## config.mk

```make
export PLATFORM = sky130hd
export DESIGN_NAME = fetch_unit_flat
export DESIGN_NICKNAME = d
export VERILOG_FILES = /design/src/rtl/fetch_unit_if.sv /design/src/rtl/fetch_unit.sv /design/src/flat_wrapper.sv
export SDC_FILE = /design/constraint.sdc
export NUM_CORES = 1
export LEC_CHECK = 0
export CORE_MARGIN = 3
export CORE_UTILIZATION = 25
export CTS_BUF_LIST = sky130_fd_sc_hd__clkbuf_16
export CTS_CLUSTER_SIZE = 10
export DETAILED_ROUTE_END_ITERATION = 12
export MAX_ROUTING_LAYER = met4
export PLACE_DENSITY = 0.52
export SLEW_MARGIN = 20
export SYNTH_ARGS = -nofsm -noshare
export SYNTH_HDL_FRONTEND = slang
export SYNTH_SLANG_ARGS = --single-unit
```

## constraint.sdc

```tcl
create_clock -name clk -period 3.3 [get_ports clk]
set_input_delay 0.33 -clock clk [delete_from_list [all_inputs] [get_ports clk]]
set_output_delay 0.33 -clock clk [all_outputs]
set_load 0.02 [all_outputs]
```

## src/rtl/fetch_unit_if.sv

```systemverilog
// Fetch stage bus: control inputs, byte-wide memory read port and instruction handoff.
// master = fetch_unit side, slave = memory/control side.
interface fetch_unit_if;
  logic        fetch_en;
  logic        pc_load;
  logic [15:0] pc_load_val;
  logic [15:0] mem_addr;
  logic        mem_cs;
  logic        mem_oe;
  logic [7:0]  mem_data;
  logic        insn_valid;
  logic        insn_ready;
  logic [7:0]  insn_opcode;
  logic        insn_cb;
  logic [15:0] insn_imm;
  logic [1:0]  insn_len;
  logic [15:0] insn_pc;

  modport master (
    input  fetch_en, pc_load, pc_load_val, mem_data, insn_ready,
    output mem_addr, mem_cs, mem_oe, insn_valid, insn_opcode, insn_cb,
           insn_imm, insn_len, insn_pc
  );

  modport slave (
    output fetch_en, pc_load, pc_load_val, mem_data, insn_ready,
    input  mem_addr, mem_cs, mem_oe, insn_valid, insn_opcode, insn_cb,
           insn_imm, insn_len, insn_pc
  );
endinterface

```

## src/rtl/fetch_unit.sv

```systemverilog
// Instruction fetch: reads prefix/opcode/operand bytes, MEM_LAT cycles each, and presents one
// decoded-length instruction at a time; pc_load redirects at any point.
module fetch_unit #(
  parameter logic [15:0] RESET_VEC = 16'h0000,
  parameter int          MEM_LAT   = 2
) (
  input  logic         clk,
  input  logic         rst,
  fetch_unit_if.master bus
);

  typedef enum logic [2:0] {IDLE, RD_OP, RD_CB, RD_LO, RD_HI, PRESENT} state_t;

  localparam int            CW   = (MEM_LAT > 1) ? $clog2(MEM_LAT) : 1;
  localparam logic [CW-1:0] LAST = CW'(MEM_LAT - 1);

  state_t        state;
  logic [15:0]   pc;
  logic [15:0]   mem_addr;
  logic          mem_cs;
  logic          mem_oe;
  logic [CW-1:0] lat_cnt;
  logic          insn_valid;
  logic [7:0]    insn_opcode;
  logic          insn_cb;
  logic [15:0]   insn_imm;
  logic [1:0]    insn_len;
  logic [15:0]   insn_pc;

  logic          byte_done;
  logic          last_byte;
  logic          launch;
  logic [15:0]   launch_addr;
  logic [15:0]   next_pc;
  logic [15:0]   addr_inc;
  logic [1:0]    op_bytes;

  function automatic logic [1:0] op_len(input logic [7:0] op);
    case (op)
      8'h06, 8'h0E, 8'h16, 8'h1E, 8'h26, 8'h2E, 8'h36, 8'h3E,
      8'h10, 8'h18, 8'h20, 8'h28, 8'h30, 8'h38,
      8'hC6, 8'hCE, 8'hD6, 8'hDE, 8'hE6, 8'hEE, 8'hF6, 8'hFE,
      8'hE0, 8'hF0, 8'hE8, 8'hF8:                       op_len = 2'd2;
      8'h01, 8'h11, 8'h21, 8'h31, 8'h08,
      8'hC2, 8'hC3, 8'hCA, 8'hD2, 8'hDA,
      8'hC4, 8'hCC, 8'hCD, 8'hD4, 8'hDC, 8'hEA, 8'hFA: op_len = 2'd3;
      default:                                          op_len = 2'd1;
    endcase
  endfunction

  assign byte_done = mem_cs && (lat_cnt == LAST);
  assign next_pc   = insn_pc + {14'd0, insn_len};
  assign addr_inc  = mem_addr + 16'd1;
  assign op_bytes  = op_len(bus.mem_data);

  // A new read burst starts from IDLE, after a redirect (RD_OP entered with cs low),
  // or straight out of PRESENT on accept.
  always_comb begin
    launch      = 1'b0;
    launch_addr = pc;
    last_byte   = 1'b0;
    case (state)
      IDLE:    launch = bus.fetch_en;
      RD_OP: begin
        launch    = !mem_cs;
        last_byte = byte_done && (bus.mem_data != 8'hCB) && (op_bytes == 2'd1);
      end
      RD_CB:   last_byte = byte_done;
      RD_LO:   last_byte = byte_done && (insn_len != 2'd3);
      RD_HI:   last_byte = byte_done;
      PRESENT: begin
        launch      = bus.insn_ready && bus.fetch_en;
        launch_addr = next_pc;
      end
      default: ;
    endcase
  end

  always_ff @(posedge clk) begin
    if (rst) begin
      state       <= IDLE;
      pc          <= RESET_VEC;
      mem_addr    <= 16'h0000;
      mem_cs      <= 1'b0;
      mem_oe      <= 1'b0;
      lat_cnt     <= '0;
      insn_valid  <= 1'b0;
      insn_opcode <= 8'h00;
      insn_cb     <= 1'b0;
      insn_imm    <= 16'h0000;
      insn_len    <= 2'd0;
      insn_pc     <= 16'h0000;
    end else if (bus.pc_load) begin
      pc         <= bus.pc_load_val;
      mem_addr   <= bus.pc_load_val;
      mem_cs     <= 1'b0;
      mem_oe     <= 1'b0;
      lat_cnt    <= '0;
      insn_valid <= 1'b0;
      state      <= bus.fetch_en ? RD_OP : IDLE;
    end else begin
      if (mem_cs && !byte_done)
        lat_cnt <= lat_cnt + 1'b1;
      if (byte_done) begin
        lat_cnt  <= '0;
        mem_addr <= addr_inc;
      end

      case (state)
        RD_OP: begin
          if (byte_done) begin
            if (bus.mem_data == 8'hCB) begin
              insn_cb <= 1'b1;
              state   <= RD_CB;
            end else begin
              insn_opcode <= bus.mem_data;
              insn_len    <= op_bytes;
              if (op_bytes != 2'd1)
                state <= RD_LO;
            end
          end
        end
        RD_CB: begin
          if (byte_done) begin
            insn_opcode <= bus.mem_data;
            insn_len    <= 2'd2;
          end
        end
        RD_LO: begin
          if (byte_done) begin
            insn_imm[7:0] <= bus.mem_data;
            if (insn_len == 2'd3)
              state <= RD_HI;
          end
        end
        RD_HI: begin
          if (byte_done)
            insn_imm[15:8] <= bus.mem_data;
        end
        PRESENT: begin
          if (bus.insn_ready) begin
            insn_valid <= 1'b0;
            pc         <= next_pc;
            state      <= IDLE;
          end
        end
        default: ;
      endcase

      if (last_byte) begin
        mem_cs     <= 1'b0;
        mem_oe     <= 1'b0;
        insn_valid <= 1'b1;
        state      <= PRESENT;
      end

      if (launch) begin
        state       <= RD_OP;
        mem_addr    <= launch_addr;
        mem_cs      <= 1'b1;
        mem_oe      <= 1'b1;
        lat_cnt     <= '0;
        insn_pc     <= launch_addr;
        insn_opcode <= 8'h00;
        insn_cb     <= 1'b0;
        insn_imm    <= 16'h0000;
        insn_len    <= 2'd0;
      end
    end
  end

  assign bus.mem_addr    = mem_addr;
  assign bus.mem_cs      = mem_cs;
  assign bus.mem_oe      = mem_oe;
  assign bus.insn_valid  = insn_valid;
  assign bus.insn_opcode = insn_opcode;
  assign bus.insn_cb     = insn_cb;
  assign bus.insn_imm    = insn_imm;
  assign bus.insn_len    = insn_len;
  assign bus.insn_pc     = insn_pc;

endmodule

```

## src/flat_wrapper.sv

```systemverilog
// flat-port wrapper written by rule: the top's interface ports become plain ports
module fetch_unit_flat 
#(
  parameter logic [15:0] RESET_VEC = 16'h0000,
  parameter int          MEM_LAT   = 2
)
  (clk, rst, bus_fetch_en, bus_pc_load, bus_pc_load_val, bus_mem_data, bus_insn_ready, bus_mem_addr, bus_mem_cs, bus_mem_oe, bus_insn_valid, bus_insn_opcode, bus_insn_cb, bus_insn_imm, bus_insn_len, bus_insn_pc);
  fetch_unit_if bus_i ();
  input  logic clk;
  input  logic rst;
  input wire logic [$bits(bus_i.fetch_en)-1:0] bus_fetch_en;
  input wire logic [$bits(bus_i.pc_load)-1:0] bus_pc_load;
  input wire logic [$bits(bus_i.pc_load_val)-1:0] bus_pc_load_val;
  input wire logic [$bits(bus_i.mem_data)-1:0] bus_mem_data;
  input wire logic [$bits(bus_i.insn_ready)-1:0] bus_insn_ready;
  output wire logic [$bits(bus_i.mem_addr)-1:0] bus_mem_addr;
  output wire logic [$bits(bus_i.mem_cs)-1:0] bus_mem_cs;
  output wire logic [$bits(bus_i.mem_oe)-1:0] bus_mem_oe;
  output wire logic [$bits(bus_i.insn_valid)-1:0] bus_insn_valid;
  output wire logic [$bits(bus_i.insn_opcode)-1:0] bus_insn_opcode;
  output wire logic [$bits(bus_i.insn_cb)-1:0] bus_insn_cb;
  output wire logic [$bits(bus_i.insn_imm)-1:0] bus_insn_imm;
  output wire logic [$bits(bus_i.insn_len)-1:0] bus_insn_len;
  output wire logic [$bits(bus_i.insn_pc)-1:0] bus_insn_pc;
  assign bus_i.fetch_en = bus_fetch_en;
  assign bus_i.pc_load = bus_pc_load;
  assign bus_i.pc_load_val = bus_pc_load_val;
  assign bus_i.mem_data = bus_mem_data;
  assign bus_i.insn_ready = bus_insn_ready;
  assign bus_mem_addr = bus_i.mem_addr;
  assign bus_mem_cs = bus_i.mem_cs;
  assign bus_mem_oe = bus_i.mem_oe;
  assign bus_insn_valid = bus_i.insn_valid;
  assign bus_insn_opcode = bus_i.insn_opcode;
  assign bus_insn_cb = bus_i.insn_cb;
  assign bus_insn_imm = bus_i.insn_imm;
  assign bus_insn_len = bus_i.insn_len;
  assign bus_insn_pc = bus_i.insn_pc;
  fetch_unit #(.RESET_VEC(RESET_VEC), .MEM_LAT(MEM_LAT)) u_core (.clk(clk), .rst(rst), .bus(bus_i));
endmodule
```

==> out/qor.txt, run 1 <==
Status: complete, no violations
Total power: 2.72 mW
Fin util: 0.342
Worst hold-check path type: reg -> reg
Hold-fix buffers, CTS: 0
Clock Skew: 5.38 ps
Initial antenna violation count: 0
Overflow after GRT: 0
Critical Path, Cell by Cell: ha_1 -> inv_1 -> fa_1 -> nand3b_2 -> nor4_4 -> nand3_2 -> xor2_1 -> o211ai_1 -> nor4b_2
Worst path depth: 9
Top sig layer: met4
# DRC: 0
Placed Cells: 864
Die Span Y: 141 um
Dpl hpwl: 11.0 mm
# diodes: 0
Vias in the first global route: 4077
Post-cts resize count: 0
Post-Syn Area: 4540 um^2
Yosys reg bits: 81
Critical-path top delay cell: fa_1
Root cell of the clock tree: clkbuf_16
Setup bufs post-CTS: 0
Detail Route Antenna Nets: 0
Endpoints failing setup: 0
Syn Nets: 607
Die W: 141 um
Core Footprint: 17500 um^2
Slowest stage delay, CP: 420 ps
DR WL met2: 6.80 mm
Detailed-route via count: 4415
GP Congestion: 0.875
Cts bufs inserted: 9
Non-Filler Instances: 880
CTS tree: done
RSZ-0062 raised after global routing: no
Period utilization: 0.805
Share of the synthesized area in the top cell type: 0.357
CP required: 3500 ps
GRT Util Overall: 0.152
Sum Neg Setup Slack: 0 ps
Setup ws final: 642 ps
Die Footprint: 19800 um^2
# IOs: 91
DRT iter0 DRCs: 419
Final Hold Fails: 0
Nets: 683
Crit end category: flop
PortBufs: 90
Largest delay share family, worst path: simple AND/OR/NAND/NOR gates
Area Overhead vs Synth: 32.0%
Share of cells above drive strength 1: 0.0763
Post-synthesis sequential area ratio: 0.357
EDFF count, synth: 0
Vias per cell: 5.02
Critical path fanouts, max: 6
Worst Tran Pin Value: 884 ps
CP Launch Type: flop
H-Tree Level Count: 3
Reg2Reg Depth: 9
Gate Count Post-Synth: 574
M1 wire length: 7.50 mm
Total length of routed wires: 15.0 mm
Most frequent cells in the layout: clkdlybuf4s50_1 (89), dfxtp_1 (81), nor2_1 (76)
Initial Util: 0.259
VDD IR max: 0.338 mV
F_max: 376 MHz
Final hold slack: 478 ps
Avg WL per Cell: 17.1 um
# clock sinks: 81
First-pass GRT wire length: 23.3 mm
Pre-CTS WS: 632 ps
Router iterations before antenna repair: 5
Clk slew on worst S/H paths: 70 ps
Synth area leader: dfxtp_1
Asr flop ratio synth: 0
Synth area leaders: dfxtp_1 (36%), nor2_1 (6.4%), nand2_1 (6.0%)
Critical path buffers and inverters: 1
Worst path arrival time: 2850 ps
PD cells: 454 nW/um^2
Pin count of the biggest net entering global routing: 42
CTS Buffer Depth: 2
Final slew viol count: 0
Hold Path Cell Cnt: 2
LEAKAGE: 2.08 nW
Fin crit period: 2660 ps
Area after DPL: 5670 um^2
Post-synth cell types: 67
Most common cell after layout, fill and taps aside: clkdlybuf4s50_1
Syn Area/Cell: 7.91 um^2
Max_cap viols: 0
Routed met3 length: 550 um
Synth Warn #: 0
Slew headroom: 0.411
Worst-skew pair later-pin latency: 350 ps
Crit Path Class: reg -> reg
Post-synth top flop: dfxtp_1
Num rows: 48
Final Instance Area: 5990 um^2
kinds of logic after synthesis:
family / Yosys count / share of synthesized area
AOI/OAI and AO/OA: 142 / 0.209
buffers and inverters: 50 / 0.0455
xor gates and xnor gates: 29 / 0.0559
and+or+nand+nor: 249 / 0.278
muxes: 19 / 0.0419
DFF: 81 / 0.357
adders and majority gates: 4 / 0.0127
final timing paths:
check	slack, ps	start	endpoint
worst max-delay path	640	u_core.bus.insn_len[0]	u_core.bus.mem_addr[14]
worst min register to register	480	u_core.bus.insn_imm[6]	u_core.bus.insn_imm[6]
worst max register to register	640	u_core.bus.insn_len[0]	u_core.bus.mem_addr[14]
worst min-delay path	480	u_core.bus.insn_imm[6]	u_core.bus.insn_imm[6]
synthesized netlist by cell type (2+ instances only):
| master | count |
|---|---|
| mux2i_1 | 19 |
| nor2_1 | 77 |
| o21ai_0 | 15 |
| and2_1 | 10 |
| a41oi_1 | 2 |
| and4_1 | 2 |
| or3_1 | 2 |
| buf_2 | 9 |
| and3_1 | 7 |
| buf_4 | 2 |
| nand4_1 | 10 |
| ha_1 | 3 |
| xor2_1 | 13 |
| o211ai_1 | 16 |
| a211o_1 | 9 |
| clkbuf_1 | 27 |
| nand3b_1 | 2 |
| a21oi_1 | 48 |
| nand3_1 | 25 |
| a31oi_1 | 6 |
| nor4b_1 | 2 |
| inv_1 | 10 |
| nand2_1 | 72 |
| nor3_1 | 9 |
| dfxtp_1 | 81 |
| o21ai_1 | 3 |
| a21o_1 | 4 |
| o2111ai_1 | 2 |
| a311oi_2 | 2 |
| o21a_1 | 2 |
| xnor2_1 | 16 |
| nand2b_1 | 9 |
| a311oi_1 | 4 |
| buf_1 | 2 |
| nor4b_2 | 2 |
| nor4_4 | 2 |
| a22oi_1 | 2 |
| a211oi_1 | 14 |
| nor4_1 | 4 |
area by class of cell:
type	count	area [um^2]
clock buffer	9	225
multi-input combinational	443	2720
clock inverter	7	103
sequential	81	1620
timing repair buffer	105	1010
fill	1819	11500
tap	225	282
inverter	10	37.5
state kept, by name, summed over array words and instances, names as in the netlist:
signal	cells
u_core.bus.insn_imm	16
u_core.bus.insn_cb	1
u_core.bus.mem_addr	16
u_core.bus.insn_len	2
u_core.bus.insn_opcode	8
u_core.pc	16
u_core.lat_cnt	1
u_core.state	3
u_core.bus.insn_pc	16
u_core.bus.insn_valid	1
u_core.bus.mem_cs	1
per-layer routing:
metal	vias up	GRT usage
li1	2207	-
met1	2079	0.216
met2	117	0.226
met3	12	0.0231
met4	0	0.0362
met5	-	-
where the power goes:
part	internal, mW	switching, mW	total [mW]
clock	0.671	0.449	1.12
sequential	1.03	0.0633	1.09
combinational	0.217	0.292	0.509
worst reg2reg max path, delay by kind of cell (launching register included):
kind | cells | cell delay, ps
adders and majority gates | 2 | 640
buffers and inverters | 1 | 60
DFF | 1 | 390
and+or+nand+nor | 4 | 1050
xor gates and xnor gates | 1 | 240
AOI/OAI and AO/OA | 1 | 110
(Power assumes the default switching activity.)
==> run 2, diff against run 1 <==
Clock period 3.3 ns to 2.62 ns, I/O delays scaled along.
==> out/qor.txt, run 2 (same netlist as run 1, synthesis figures left out) <==
# diodes: 0
Hold Path Cell Cnt: 3
Initial antenna violation count: 0
Core Footprint: 17500 um^2
Fin util: 0.346
Fin crit period: 2380 ps
Hold Crit Endpoint: u_core.bus.insn_imm[13]
Root cell of the clock tree: clkbuf_16
PortBufs: 90
# IOs: 91
M1 wire length: 7.60 mm
RSZ-0062 raised after global routing: no
VDD IR max: 0.394 mV
Worst Hold Launch: rst
Overflow after GRT: 0
Reg2Reg Launch Point: u_core.bus.insn_pc[0]
PD cells: 540 nW/um^2
GRT Util Overall: 0.156
Register-to-register setup slack: 240 ps
Worst path arrival time: 2640 ps
Sum Neg Setup Slack: 0 ps
Die Footprint: 19800 um^2
Slew headroom: 0.537
Dpl hpwl: 11.2 mm
Top sig layer: met4
Crit end category: flop
Die Span Y: 141 um
Routed met3 length: 670 um
Pin count of the biggest net entering global routing: 82
Setup bufs post-CTS: 0
CP required: 2880 ps
Num rows: 48
Nets: 695
Clk slew on worst S/H paths: 70 ps
Non-Filler Instances: 892
Vias in the first global route: 4326
First-pass GRT wire length: 24.1 mm
Share of cells above drive strength 1: 0.0945
F_max: 420 MHz
Worst hold-check path type: in -> reg
Detail Route Antenna Nets: 0
DR WL met2: 6.76 mm
Detailed-route via count: 4519
Critical path fanouts, max: 6
Cts bufs inserted: 9
R2r endpoint: u_core.bus.mem_addr[10]
Total length of routed wires: 15.2 mm
GP Congestion: 0.843
# DRC: 0
Router iterations before antenna repair: 5
Period utilization: 0.908
Avg WL per Cell: 17.1 um
LEAKAGE: 2.14 nW
Vias per cell: 5.07
Max_cap viols: 0
Setup ws final: 241 ps
Status: complete, no violations
Die W: 141 um
Final Hold Fails: 0
Pre-CTS WS: 129 ps
CTS tree: done
Worst-skew pair later-pin latency: 350 ps
Filler cell count: 1820
Area Overhead vs Synth: 33.6%
DRT iter0 DRCs: 465
Endpoints failing setup: 0
Final slew viol count: 0
Most common cell after layout, fill and taps aside: clkdlybuf4s50_1
H-Tree Level Count: 3
Initial Util: 0.259
Worst Tran Pin Value: 694 ps
CP Launch Type: flop
Clock Skew: 8.72 ps
# clock sinks: 81
Most frequent cells in the layout: clkdlybuf4s50_1 (89), dfxtp_1 (81), nor2_1 (76)
Reg2Reg Depth: 9
Placed Cells: 876
CTS Buffer Depth: 2
Crit Path Class: reg -> reg
run 2: power breakdown:
part	switching [mW]	internal, mW	total, mW	leakage (nW)
registers	0.0811	1.30	1.38	0.662
clock network	0.582	0.661	1.24	0.135
logic	0.373	0.285	0.658	1.34
run 2: area by class of cell:
type | instances | area [um^2] | area share
clock buffers | 9 | 225 | 0.0371
clock inverters | 7 | 61.3 | 0.0101
inverters | 10 | 37.5 | 0.00619
multi-input cells | 443 | 2730 | 0.450
flip-flops and latches | 81 | 1620 | 0.267
well taps | 225 | 282 | 0.0464
repair buffers | 117 | 1110 | 0.183
run 2: timing repair:
action                                  CTS  global route
endpoints found under the setup margin    0             7
hold endpoints to repair                  0             0
hold buffers                              0             0
gates resized for setup                   0             2
run 2: worst max-delay path by stage:
| stage | start | endpoint | slack (ps) |
|---|---|---|---|
| finish | u_core.bus.insn_pc[0] | u_core.bus.mem_addr[10] | 240 |
| global route | u_core.bus.insn_pc[0] | u_core.bus.mem_addr[12] | 30 |
| CTS | u_core.bus.insn_pc[0] | u_core.bus.mem_addr[10] | 90 |
| floorplan | u_core.bus.insn_len[0] | u_core.pc[14] | 10 |
| detailed placement | u_core.bus.insn_pc[0] | u_core.bus.mem_addr[10] | 130 |
| global placement | u_core.bus.insn_pc[0] | u_core.pc[14] | 200 |
run 2: metal layers:
layer / up-vias / GRT usage
li1: 2225 / -
met1: 2161 / 0.221
met2: 118 / 0.227
met3: 15 / 0.0271
met4: 0 / 0.0484
met5: - / -
run 2: stage by stage:
stage,hold slack [ps],cell area [um^2],power [mW]
6_report,420,6070,3.28
3_5_place_dp,464,5770,2.06
5_1_grt,420,6070,3.41
4_1_cts,407,6050,3.31
3_3_place_gp,468,5770,2.06
2_1_floorplan,407,4540,1.76
run 2: worst max-delay path: stages, from the launching register on:
cell	delay, ps
dfxtp_1	350
ha_1	210
inv_1	70
fa_1	390
nand3b_4	230
nor3_2	270
xnor2_1	120
a211oi_2	300
a221oi_1	80
a211oi_1	260
==> run 3, diff against run 2 <==
Settings changed: PLACE_DENSITY 0.52 to 0.41.
==> out/qor.txt, run 3 (same netlist as run 1, synthesis figures left out) <==
End of the critical path: u_core.bus.mem_addr[10]
Clock Skew: 6.32 ps
Status: complete, no violations
Dpl hpwl: 11.9 mm
Filler cell count: 1831
H-Tree Level Count: 3
Register-to-register setup slack: 250 ps
Slew headroom: 0.442
CTS tree: done
Vias per cell: 5.07
Fin util: 0.347
Period utilization: 0.904
LEAKAGE: 2.15 nW
Clk slew on worst S/H paths: 70 ps
Worst Setup SP: u_core.bus.insn_pc[0]
PortBufs: 90
Gate power share: 0.202
Share of cells above drive strength 1: 0.0960
GP Congestion: 0.817
Reg2Reg Depth: 9
Overflow after GRT: 0
Sw frac: 0.325
Most common cell after layout, fill and taps aside: clkdlybuf4s50_1
Final slew viol count: 0
Sequential share of power: 0.410
Worst path arrival time: 2640 ps
Area Overhead vs Synth: 33.9%
Clock power frac: 0.388
Worst-skew pair later-pin latency: 360 ps
Detail Route Antenna Nets: 0
# DRC: 0
First-pass GRT wire length: 26.6 mm
Placed Cells: 876
Die W: 141 um
F_max: 422 MHz
CTS Buffer Depth: 2
Critical path fanouts, max: 6
DRT iter0 DRCs: 369
Psw: 1.09 mW
Crit end category: flop
Final Hold Fails: 0
Num rows: 48
# diodes: 0
Initial antenna violation count: 0
Reg2Reg Launch Point: u_core.bus.insn_pc[0]
Nets: 695
Router iterations before antenna repair: 6
Most frequent cells in the layout: clkdlybuf4s50_1 (89), dfxtp_1 (81), nor2_1 (76)
Area taken by multi-input logic gates: 2740 um^2
Total length of routed wires: 16.6 mm
Core Footprint: 17500 um^2
Worst hold-check path type: in -> reg
Crit Path Class: reg -> reg
# clock sinks: 81
Endpoints failing setup: 0
CP required: 2900 ps
GRT Util Overall: 0.175
VDD IR max: 0.337 mV
Hold-fix buffers, CTS: 0
Pin count of the biggest net entering global routing: 38
Die Span Y: 141 um
Cts bufs inserted: 9
R2r endpoint: u_core.bus.mem_addr[10]
CP Launch Type: flop
Reg area: 1620 um^2
RSZ-0062 raised after global routing: no
Sum Neg Setup Slack: 0 ps
Die Footprint: 19800 um^2
# IOs: 91
Fin crit period: 2370 ps
Avg WL per Cell: 18.6 um
Max_cap viols: 0
Detailed-route via count: 4519
Non-Filler Instances: 892
PD cells: 551 nW/um^2
Internal power: 2.26 mW
Worst Tran Pin Value: 836 ps
Initial Util: 0.259
Root cell of the clock tree: clkbuf_16
Final hold slack: 335 ps
Vias in the first global route: 4389
run 3: changes by cell type in the layout (fill, tap and decap cells not counted), sizes merged:
| cell | delta |
|---|---|
| inv | +2 |
| clkinvlp | -2 |
run 3: power groups by stage:
stage	sequential, mW	clock, mW	combinational, mW
floorplan	1.44	0	0.322
global placement	1.40	0	0.678
detailed placement	1.40	0	0.677
CTS	1.37	1.34	0.681
global route	1.39	1.39	0.739
finish	1.38	1.30	0.678
run 3: what timing repair did:
action / in CTS / in global routing
endpoints found under the hold margin: 0 / 0
endpoints found under the setup margin: 0 / 7
resized for setup: 0 / 3
buffers inserted: 0 / 0
run 3: final cells by class:
cell class | instances | share of cell area
Clock buffer | 9 | 0.0370
Clock inverter | 7 | 0.0113
Inverter | 10 | 0.00617
Multi-Input combinational cell | 443 | 0.450
Sequential cell | 81 | 0.267
Tap cell | 225 | 0.0463
Timing Repair Buffer | 117 | 0.183
run 3: worst max-delay path, stage by stage (launching register included):
cell      delay, ps
dfxtp_1         350
ha_1            220
inv_1            70
fa_1            390
nand3b_4        230
nor3_2          220
xnor2_1         120
a211oi_2        340
a221oi_1         90
a211oi_1        250
run 3: layer usage:
| metal | global-route usage | vias to the layer above | part of all wire |
|---|---|---|---|
| met5 | - | - | 0 |
| met4 | 0.0474 | 0 | 0.011 |
| met3 | 0.0282 | 12 | 0.041 |
| met2 | 0.243 | 105 | 0.43 |
| met1 | 0.261 | 2174 | 0.52 |
| li1 | - | 2228 | - |
run 3: stage by stage:
step                power (mW)  area (um^2)  setup WS [ps]
CTS                       3.40         6060           70.9
detailed placement        2.08         5770            112
finish                    3.35         6080            252
floorplan                 1.76         4540           13.1
global route              3.52         6080           59.6
global placement          2.08         5770            167
run 3: worst min path at each step:
stage	from	end	slack, ps	cells after the start
after floorplan	bus_pc_load_val[10]	u_core.pc[10]	410	2
after global placement	u_core.bus.insn_imm[7]	u_core.bus.insn_imm[7]	470	2
after detailed placement	u_core.bus.insn_imm[5]	u_core.bus.insn_imm[5]	470	2
after CTS	rst	u_core.bus.insn_opcode[1]	330	2
after global routing	rst	u_core.bus.insn_opcode[1]	340	2
final	rst	u_core.bus.insn_imm[9]	330	2
